[src/rtl/rsa_sub16_pipe.sv]
// ---------------------------------------------------------------------------
// rsa_sub16_pipe
// Pipelined ripple-borrow subtractor: diff = a - b - bin (mod 2^WIDTH), with
// borrow-out (bout) and two's-complement overflow (ovf). Each stage resolves
// one SLICE-bit borrow slice. All stages move together under a single global
// advance enable, so a stalled output holds every stage, including bubbles.
//
// Ports
//   clk        rising-edge clock
//   rst_n      synchronous active-low reset
//   in_valid   operand beat valid
//   in_ready   block can accept a beat this cycle (combinational from adv)
//   a, b       minuend / subtrahend, WIDTH bits
//   bin        borrow-in
//   out_valid  result beat valid
//   out_ready  downstream accepts the result
//   diff       a - b - bin truncated to WIDTH (registered)
//   bout       borrow out of the MSB (registered)
//   ovf        signed overflow (registered)
//
// Structure: stages 0..STAGES-2 are intermediate registers, the last stage
// is the output register itself, so a beat accepted at edge N is visible
// after edge N+STAGES-1. Stage 0 resolves slice 0 directly from the input
// operands. Requires STAGES >= 2.
// ---------------------------------------------------------------------------
module rsa_sub16_pipe #(
  parameter int WIDTH = 16,
  parameter int SLICE = 4
) (
  input  logic             clk,
  input  logic             rst_n,
  input  logic             in_valid,
  output logic             in_ready,
  input  logic [WIDTH-1:0] a,
  input  logic [WIDTH-1:0] b,
  input  logic             bin,
  output logic             out_valid,
  input  logic             out_ready,
  output logic [WIDTH-1:0] diff,
  output logic             bout,
  output logic             ovf
);

  localparam int STAGES = WIDTH / SLICE;

  // Ripple-borrow over one slice; returns {borrow_out, diff_slice}.
  function automatic logic [SLICE:0] sub_slice(
    input logic [SLICE-1:0] x,
    input logic [SLICE-1:0] y,
    input logic             br_in
  );
    logic [SLICE-1:0] d;
    logic             br;
    br = br_in;
    for (int i = 0; i < SLICE; i++) begin
      d[i] = x[i] ^ y[i] ^ br;
      br   = (~x[i] & y[i]) | (~x[i] & br) | (y[i] & br);
    end
    return {br, d};
  endfunction

  logic             out_valid_reg;
  logic [WIDTH-1:0] diff_reg;
  logic             bout_reg;
  logic             ovf_reg;
  logic             adv;

  assign adv       = !out_valid_reg || out_ready;
  assign in_ready  = adv;
  assign out_valid = out_valid_reg;
  assign diff      = diff_reg;
  assign bout      = bout_reg;
  assign ovf       = ovf_reg;

  genvar gi;
  generate
    for (gi = 0; gi < STAGES - 1; gi++) begin : g_stage
      localparam int LO   = gi * SLICE;
      localparam int HI_W = WIDTH - (gi + 1) * SLICE;

      // word_reg: resolved diff bits below the boundary, raw a bits above it,
      // so a[MSB] survives untouched until the final stage needs it for ovf.
      logic                  valid_reg;
      logic [WIDTH-1:0]      word_reg;
      logic [HI_W-1:0]       b_hi_reg;
      logic                  br_reg;

      logic                  src_valid;
      logic [WIDTH-1:0]      src_word;
      logic [HI_W+SLICE-1:0] src_b;
      logic                  src_br;
      logic [SLICE:0]        res;
      logic [WIDTH-1:0]      word_next;

      if (gi == 0) begin : g_src
        assign src_valid = in_valid;
        assign src_word  = a;
        assign src_b     = b;
        assign src_br    = bin;
      end else begin : g_src
        assign src_valid = g_stage[gi-1].valid_reg;
        assign src_word  = g_stage[gi-1].word_reg;
        assign src_b     = g_stage[gi-1].b_hi_reg;
        assign src_br    = g_stage[gi-1].br_reg;
      end

      assign res = sub_slice(src_word[LO +: SLICE], src_b[SLICE-1:0], src_br);

      always_comb begin
        word_next               = src_word;
        word_next[LO +: SLICE]  = res[SLICE-1:0];
      end

      always_ff @(posedge clk) begin
        if (!rst_n) begin
          valid_reg <= 1'b0;
          word_reg  <= '0;
          b_hi_reg  <= '0;
          br_reg    <= 1'b0;
        end else if (adv) begin
          valid_reg <= src_valid;
          word_reg  <= word_next;
          b_hi_reg  <= src_b[HI_W+SLICE-1:SLICE];
          br_reg    <= res[SLICE];
        end
      end
    end
  endgenerate

  // Final stage: top slice resolved straight into the output registers.
  logic [WIDTH-1:0] last_word;
  logic [SLICE-1:0] last_b;
  logic             last_br;
  logic             last_valid;
  logic [SLICE:0]   last_res;
  logic             ovf_next;

  assign last_word  = g_stage[STAGES-2].word_reg;
  assign last_b     = g_stage[STAGES-2].b_hi_reg;
  assign last_br    = g_stage[STAGES-2].br_reg;
  assign last_valid = g_stage[STAGES-2].valid_reg;
  assign last_res   = sub_slice(last_word[WIDTH-1 -: SLICE], last_b, last_br);
  assign ovf_next   = (last_word[WIDTH-1] != last_b[SLICE-1]) &&
                      (last_res[SLICE-1] != last_word[WIDTH-1]);

  always_ff @(posedge clk) begin
    if (!rst_n) begin
      out_valid_reg <= 1'b0;
      diff_reg      <= '0;
      bout_reg      <= 1'b0;
      ovf_reg       <= 1'b0;
    end else if (adv) begin
      out_valid_reg <= last_valid;
      // Result fields only change when a real beat lands; bubbles keep the
      // previous result on the outputs.
      if (last_valid) begin
        diff_reg <= {last_res[SLICE-1:0], last_word[WIDTH-SLICE-1:0]};
        bout_reg <= last_res[SLICE];
        ovf_reg  <= ovf_next;
      end
    end
  end

endmodule

[config.mk]
export PLATFORM = sky130hd
export DESIGN_NAME = rsa_sub16_pipe
export DESIGN_NICKNAME = d
export VERILOG_FILES = /design/src/rtl/rsa_sub16_pipe.sv
export SDC_FILE = /design/constraint.sdc
export NUM_CORES = 1
export LEC_CHECK = 0
export ABC_AREA = 1
export CAP_MARGIN = 20
export CORE_UTILIZATION = 49
export DETAILED_ROUTE_END_ITERATION = 8
export PLACE_DENSITY = 0.71
export SYNTH_ARGS = -nofsm -noshare
export SYNTH_HDL_FRONTEND = slang
export SYNTH_SLANG_ARGS = --single-unit
[constraint.sdc]
create_clock -name clk -period 5.8 [get_ports clk]
set_clock_uncertainty 0.2 [all_clocks]
set_input_delay 0.87 -clock clk [delete_from_list [all_inputs] [get_ports clk]]
set_output_delay 0.87 -clock clk [all_outputs]
set_load 0.02 [all_outputs]
== Word level (Yosys, flattened, before mapping) ==
Cells that the tools add are included.

* Bits in writable memories: 0
* Memories: 0
* Output and inout bits: 20
* Bits in latches: 0
* Memory bits (read-only): 0
* Register bits: 97
* Word-level logic and storage cells: 150

* $mul: 0
* Div/mod/pow operators: 0
* Order comparisons: 0
* Mux-type cells: 0
* Bitwise operators: 128
* Eq/ne operators: 2
* Shifts and indexed selects: 0
* Add/sub/neg operators: 0
* Reductions and logical operators: 4

{| class="wikitable"
|+ Operators with widths
! kind !! number
|-
| AND 1 bit || 48
|-
| OR 1 bit || 32
|-
| bitwise XOR 1 bit || 32
|-
| NOT 1 bit || 16
|-
| != test 1 bit || 2
|-
| AND reduction 2 bit || 1
|-
| logical AND 1 bit || 1
|-
| zero test 1 bit || 1
|-
| logical OR 1 bit || 1
|}

== Depth between registers and ports, before layout ==
Gate-level depths: netlist of run 1.

* Depth in word-level cells: 13
* Depth in mapped cells: 13
* Mapped depth without buffers: 13

== Worst setup path before layout of run 1 ==
OpenSTA, ideal clock, no wires.

* Path type: input to register
* From: input b[0]
* To: register g_stage[0].word_reg[3]
* Setup time: 0.116 ns
* Stages: 9
* Data arrival time: 2.448 ns
* Data required time: 5.484 ns
* Path slack: 3.036 ns
* Cells stage by stage: inv_1 -> fa_1 -> inv_1 -> fa_1 -> fa_1 -> inv_1 -> fa_1 -> nor2_1 -> nor2_1

* Word-level cells in the longest chain between the ends: 10

{| class="wikitable"
|+ Ends and longest elaborated chain
! item !! line !! text
|-
| start, declared || 35 || <nowiki>input logic [WIDTH-1:0] b,</nowiki>
|-
| AND 1 bit || 57 || <nowiki>br = (~x[i] & y[i]) | (~x[i] & br) | (y[i] & br);</nowiki>
|-
| OR 1 bit || 57 ||
|-
| OR 1 bit * || 57 ||
|-
| AND 1 bit || 57 ||
|-
| OR 1 bit || 57 ||
|-
| OR 1 bit * || 57 ||
|-
| AND 1 bit || 57 ||
|-
| OR 1 bit || 57 ||
|-
| OR 1 bit * || 57 ||
|-
| bitwise XOR 1 bit * || 56 || <nowiki>d[i] = x[i] ^ y[i] ^ br;</nowiki>
|-
| named net g_stage[0].res[3] || 92 || <nowiki>logic [SLICE:0] res;</nowiki>
|-
| end signal, assigned || 122 || <nowiki>word_reg <= word_next;</nowiki>
|-
| end, declared || 84 || <nowiki>logic [WIDTH-1:0] word_reg;</nowiki>
|}

The timed path passes the listed nets; every way through them passes the cells marked *.
A chain may end at the register's enable or synchronous reset.

== Worst setup path in the final report of run 1 ==
* From: input out_ready
* To: output in_ready

* Word-level cells in the longest chain between the ends: 1

{| class="wikitable"
|+ Ends and longest elaborated chain
! item !! line !! text
|-
| start, declared || 38 || <nowiki>input logic out_ready,</nowiki>
|-
| logical OR 1 bit || 68 || <nowiki>assign adv = !out_valid_reg || out_ready;</nowiki>
|-
| end, declared || 33 || <nowiki>output logic in_ready,</nowiki>
|}

Every way passes these cells.

==> impl_results.md, run 1 <==
* Worst Hold Endpoint: diff[15]$_SDFFE_PN0P_
* Share of cells above drive strength 1 at 4.475%
* Total power at 0.001389 W
* Static Leak at 1.833 nW
* RSZ-0062 raised after global routing: false
* Post-DP HPWL at 4.122 mm
* H-tree Lvls at 3
* Die H at 90.50 microns
* Number of distinct library cells after synthesis at 21
* Hold crit path type: flip-flop to flip-flop
* Max-cap violations at 0
* Cts bufs inserted at 9
* Async SR Flop Fraction at 0%
* Reg2Reg Depth at 12
* R2R setup slack at 3.28 ns
* Root buffer cell: clkbuf_8
* Detailed Route Iter0 Violations at 193
* Mapped Cells at 468
* CP peak stage delay at 0.74 ns
* Reg area at 1942 sq um
* Area of the multi-input gates at 1568 sq um
* WP data arrival at 2.82 ns
* Clock sinks at 97
* Ranking of synthesized cells by area: dfxtp_1 (51%), nor2_1 (17%), o21ai_0 (10%)
* DRC errors left at 0
* Total track usage at 17.29%
* Worst-path clk slew at 0.09 ns
* Post-synth top flop: dfxtp_1
* CTS Hold Bufs at 0
* Slowest cell on the critical path: clkdlybuf4s50_1
* CP cell instances: clkdlybuf4s50_1, inv_2, nand2_4, clkdlybuf4s50_1
* Design Area, Final at 4574 sq um
* P&R area growth vs syn at 19.20%
* Finished Core Util at 61.75%
* Final worst setup slack at 1.906 ns
* CTS tree: built
* Final min period at 3.894 ns
* Fill cells at 668
* Reg-to-reg startpoint: g_stage[2].word_reg[12]$_SDFFE_PN0N_
* Final Hold Fails at 0
* Post-Synthesis Cell Area at 3837 sq um
* Top Ports at 57
* Initial Util at 51.80%
* Routed WL per cell at 10.80 microns
* Commonest cells post-synth: nor2_1 (173), dfxtp_1 (97), o21ai_0 (78), inv_1 (37), o21ai_1 (17)
* Drt pass-1 iters at 4
* Status: completed
* DIE WIDTH at 90.50 microns
* Antenna-violating nets left at 0
* Global route overflow at 0
* I/O Buffers at 56
* Vias per inst at 4.744
* Initial antenna violation count at 0
* Dominant cell type by area after synthesis: dfxtp_1
* CP endpoint kind: output port
* Placer congestion estimate at 0.7490
* EDFF count, synth at 0
* Placed cell areas at 4355 sq um
* Power Density at 303.5 nW/um^2
* Hold_sp: diff[15]$_SDFFE_PN0P_
* Slew @ Worst Pin at 0.7933 ns
* Vias at 2908
* Vias in the first global route at 2715
* Count leader, synth: nor2_1
* Cts repair resizes at 0
* Row Count at 31
* Fmax achieved at 256.8 MHz
* Setup violators final at 0
* Final slew viol count at 0
* Post-CTS Setup Bufs at 0
* Yosys reg bits at 97
* Global-route wire length before repair at 11.76 mm
* Register area share after synthesis at 50.60%
* Number of diodes at 0
* Worst-case clock buffer depth at 2
* Reg-to-reg endpoint: ovf$_SDFFE_PN0P_
* Slew HR at 47.11%
* Largest net degree at the start of global routing at 98
* Crit path launch type: input port
* Mapped Avg Cell Area at 8.200 sq um
* Ys Warns at 0
* Syn nets at 522
* Max FFs per register at 48
* Most frequent CP cell: clkdlybuf4s50_1
* Worst hold path depth at 2
* Final period utilization at 67.14%
* Pre-CTS setup slack at 1.934 ns
* Final #Nets at 563
* Setup Total Neg Slack at 0 ns
* Die Area at 8189 sq um
* Top-area cell type share of the netlist area at 50.60%
* CP required at 4.73 ns
* CP Class: input port to output port
* Clock Latency Late Sink at 0.34 ns
* CORE AREA at 7408 sq um
* Worst Path Max Fanout at 89
* IR drop worst, VDD at 173.9 uV
* Routed WL at 6.620 mm
## kinds of logic (layout without fill, tap and decap cells)
logic type	Yosys count	in the layout	synth area share [%]
fa+ha+maj	17	17	8.673
simple gates	182	182	18.42
flops	97	97	50.60
compound gates	105	105	13.76
buf+inv	67	113	8.542
## layout make-up
cell class              instances  share of cell area (%)
clock buffers                  10                   2.790
inverters                      39                   3.310
repair buffers                 58                   12.47
well taps                      99                   2.708
flip-flops and latches         97                   42.45
multi-input cells             304                   34.27
clock inverters                 6                   1.997
## layout by cell type, fill, tap and decap left out, drive strengths merged
master	synthesis	routed
clkbuf	12	10
fa	16	16
clkinv	1	1
o21ai	95	95
buf	16	3
nor2	174	174
clkinvlp	0	3
o21a	1	1
clkdlybuf4s50	0	55
nand2	7	7
nand3	1	1
dfxtp	97	97
a21oi	9	9
ha	1	1
inv	38	39
bufinv	0	2
## stage by stage
step | instances | hold slack, ns
floorplan | 468 | 0.2495
global placement | 597 | 0.2548
detailed placement | 597 | 0.2657
CTS | 613 | 0.2879
global route | 613 | 0.3028
finish | 613 | 0.2865
## worst max path at each step
stage	startpoint	end	slack, ns	cells after the start
3_5_place_dp	out_ready	in_ready	1.93	4
3_3_place_gp	out_ready	in_ready	1.95	4
5_1_grt	out_ready	in_ready	1.81	4
2_1_floorplan	b[0]	g_stage[0].word_reg[3]$_SDFFE_PN0N_	3.04	9
4_1_cts	out_ready	in_ready	1.93	4
6_report	out_ready	in_ready	1.91	4
## layer usage
metal	wire length (microns)	global-route usage (%)	vias to the layer above
li1	-	-	1538
met1	3376	24.06	1301
met2	2901	27.08	62
met3	272	3.030	7
met4	70	5.914	0
met5	0	0	-
## report_power, final
part / total (W) / switching [W] / internal (W)
Sequential: 0.000740 / 0.0000249 / 0.000715
Combinational: 0.000183 / 0.0000949 / 0.0000876
Clock: 0.000466 / 0.000221 / 0.000244
Total: 0.00139 / 0.000341 / 0.00105
## worst max-delay path: cells and delay by family
kind	cells	cell delay, ns
and+or+nand+nor	1	0.55
buffers and inverters	3	1.34
Power figures use the tool's default switching activity.
==> run 2: changes to the inputs <==
==> constraint.sdc (replaced) <==
create_clock -name clk -period 3.7 [get_ports clk]
set_clock_uncertainty 0.2 [all_clocks]
set_input_delay 0.555 -clock clk [delete_from_list [all_inputs] [get_ports clk]]
set_output_delay 0.555 -clock clk [all_outputs]
set_load 0.02 [all_outputs]
==> run 2 against run 1 <==
  * Core utilization up 0.22 points
  * Clock-buffer cell count up 1
  * Die area is the same
  * Worst setup slack got worse by 1.1 ns
  * Clock power up 59%
  * Hold slack worse by 0.0011 ns
  * Power rose by 58%
  * Highest routed layer unchanged
  * Non-clock buffer count grew 2
==> impl_results.md, run 2 (same netlist as run 1, synthesis figures left out) <==
* Root buffer cell: clkbuf_8
* DIE WIDTH at 90.50 microns
* CTS tree: built
* Vias at 2936
* Number of diodes at 0
* Max FFs per register at 48
* CP peak stage delay at 0.69 ns
* Vias per inst at 4.774
* Psw at 0.0005303 W
* Slowest cell on the critical path: clkdlybuf4s50_1
* Final #Nets at 565
* Initial Util at 51.80%
* H-tree Lvls at 3
* Placed Cells at 599
* Share of cells above drive strength 1 at 4.845%
* Slew HR at 54.95%
* R2R setup slack at 1.18 ns
* Family with the most delay on the worst path: buffers and inverters
* Reg2Reg Depth at 13
* Cts repair resizes at 0
* Clock Latency Late Sink at 0.36 ns
* Crit path launch type: input port
* I/O Buffers at 56
* Routed WL per cell at 10.82 microns
* RSZ-0062 raised after global routing: false
* Cts bufs inserted at 9
* Total track usage at 18.37%
* Power Density at 476.6 nW/um^2
* Initial antenna violation count at 0
* Setup Total Neg Slack at 0 ns
* Worst-path clk slew at 0.08 ns
* Final worst setup slack at 0.8557 ns
* Post-CTS Setup Bufs at 0
* Final Hold Fails at 0
* Clock sinks at 97
* Hold crit path type: flip-flop to flip-flop
* Internal Pwr Total at 0.001658 W
* Critical Path Stages at 4
* Post-DP HPWL at 4.307 mm
* Area of the multi-input gates at 1568 sq um
* Row Count at 31
* CP required at 2.94 ns
* Fmax achieved at 351.6 MHz
* Comb pwr share at 13.0%
* Reg area at 1942 sq um
* Worst Hold Endpoint: diff[10]$_SDFFE_PN0P_
* Routed WL at 6.655 mm
* Pre-CTS setup slack at 0.7204 ns
* Max-cap violations at 0
* Clock power frac at 33.9%
* Status: completed
* Global route overflow at 0
* CTS Hold Bufs at 0
* Hold_ws at 0.2854 ns
* Reg-to-reg startpoint: g_stage[2].b_hi_reg[0]$_SDFFE_PN0N_
* Sw Ratio at 24.24%
* Drt pass-1 iters at 4
* Placer congestion estimate at 0.7432
* WP buf/inv at 3
* CP cell instances: clkdlybuf4s50_1, inv_2, nand2_4, clkdlybuf4s50_1
* IR drop worst, VDD at 181.5 uV
* Worst Path Max Fanout at 30
* Setup violators final at 0
* Top Ports at 57
* Die H at 90.50 microns
* Total power at 0.002188 W
* Final slew viol count at 0
* Final min period at 2.844 ns
* CP Class: input port to output port
* Reg-to-reg endpoint: ovf$_SDFFE_PN0P_
* Worst-case clock buffer depth at 2
* Final period utilization at 76.87%
* CORE AREA at 7408 sq um
* Worst hold path depth at 2
* Sequential share of power at 53.1%
* Largest net degree at the start of global routing at 71
* Most common cell after layout, fill and taps aside: nor2_1
* Static Leak at 1.856 nW
* Detailed Route Iter0 Violations at 115
* Antenna-violating nets left at 0
* Most frequent CP cell: clkdlybuf4s50_1
* Most frequent cells in the layout: nor2_1 (173), dfxtp_1 (97), o21ai_0 (78)
* Vias in the first global route at 2788
* Fill cells at 678
* Slew @ Worst Pin at 0.6758 ns
* CP endpoint kind: output port
* Global-route wire length before repair at 12.32 mm
* WP data arrival at 2.09 ns
* Hold_sp: diff[10]$_SDFFE_PN0P_
* P&R area growth vs syn at 19.63%
* DRC errors left at 0
* Post-route insts no fill at 615
* Die Area at 8189 sq um
## run 2: routing by layer
| metal | vias up | global-route usage (%) | share of wire [%] |
|---|---|---|---|
| met1 | 1326 | 24.96 | 51 |
| met3 | 9 | 4.040 | 3.4 |
| met4 | 0 | 6.855 | 1.2 |
| met2 | 56 | 28.60 | 44 |
| met5 | - | 0 | 0 |
| li1 | 1545 | - | - |
## run 2: area by class of cell
class	instances	area share, %
Clock buffer	11	3.080
Clock inverter	5	1.717
Inverter	39	3.298
Multi-Input combinational cell	304	34.15
Sequential cell	97	42.30
Tap cell	99	2.698
Timing Repair Buffer	60	12.76
## run 2: worst max path at each step
stage | from | to
floorplan | b[0] | g_stage[0].word_reg[3]$_SDFFE_PN0N_
global placement | a[0] | g_stage[0].word_reg[3]$_SDFFE_PN0N_
detailed placement | a[0] | g_stage[0].word_reg[3]$_SDFFE_PN0N_
CTS | out_ready | in_ready
global route | out_ready | in_ready
finish | out_ready | in_ready
## run 2: worst min-delay path, delay by kind of cell, from the launching register on
kind             cells  cell delay [ns]
DFF                  1             0.33
and+or+nand+nor      2             0.13
## run 2: through the flow
stage / cell area [sq um] / util, %
3_5_place_dp: 4370 / 58.99
3_3_place_gp: 4370 / 58.99
5_1_grt: 4591 / 61.97
2_1_floorplan: 3837 / -
4_1_cts: 4591 / 61.97
6_report: 4591 / 61.97
## run 2: power groups by stage
stage	Clock, W	Combinational (W)	Sequential [W]
after floorplan	0	0.000175	0.00119
after global placement	0	0.000281	0.00118
after detailed placement	0	0.000286	0.00119
after CTS	0.000758	0.000289	0.00116
after global routing	0.000806	0.000334	0.00117
final	0.000741	0.000285	0.00116
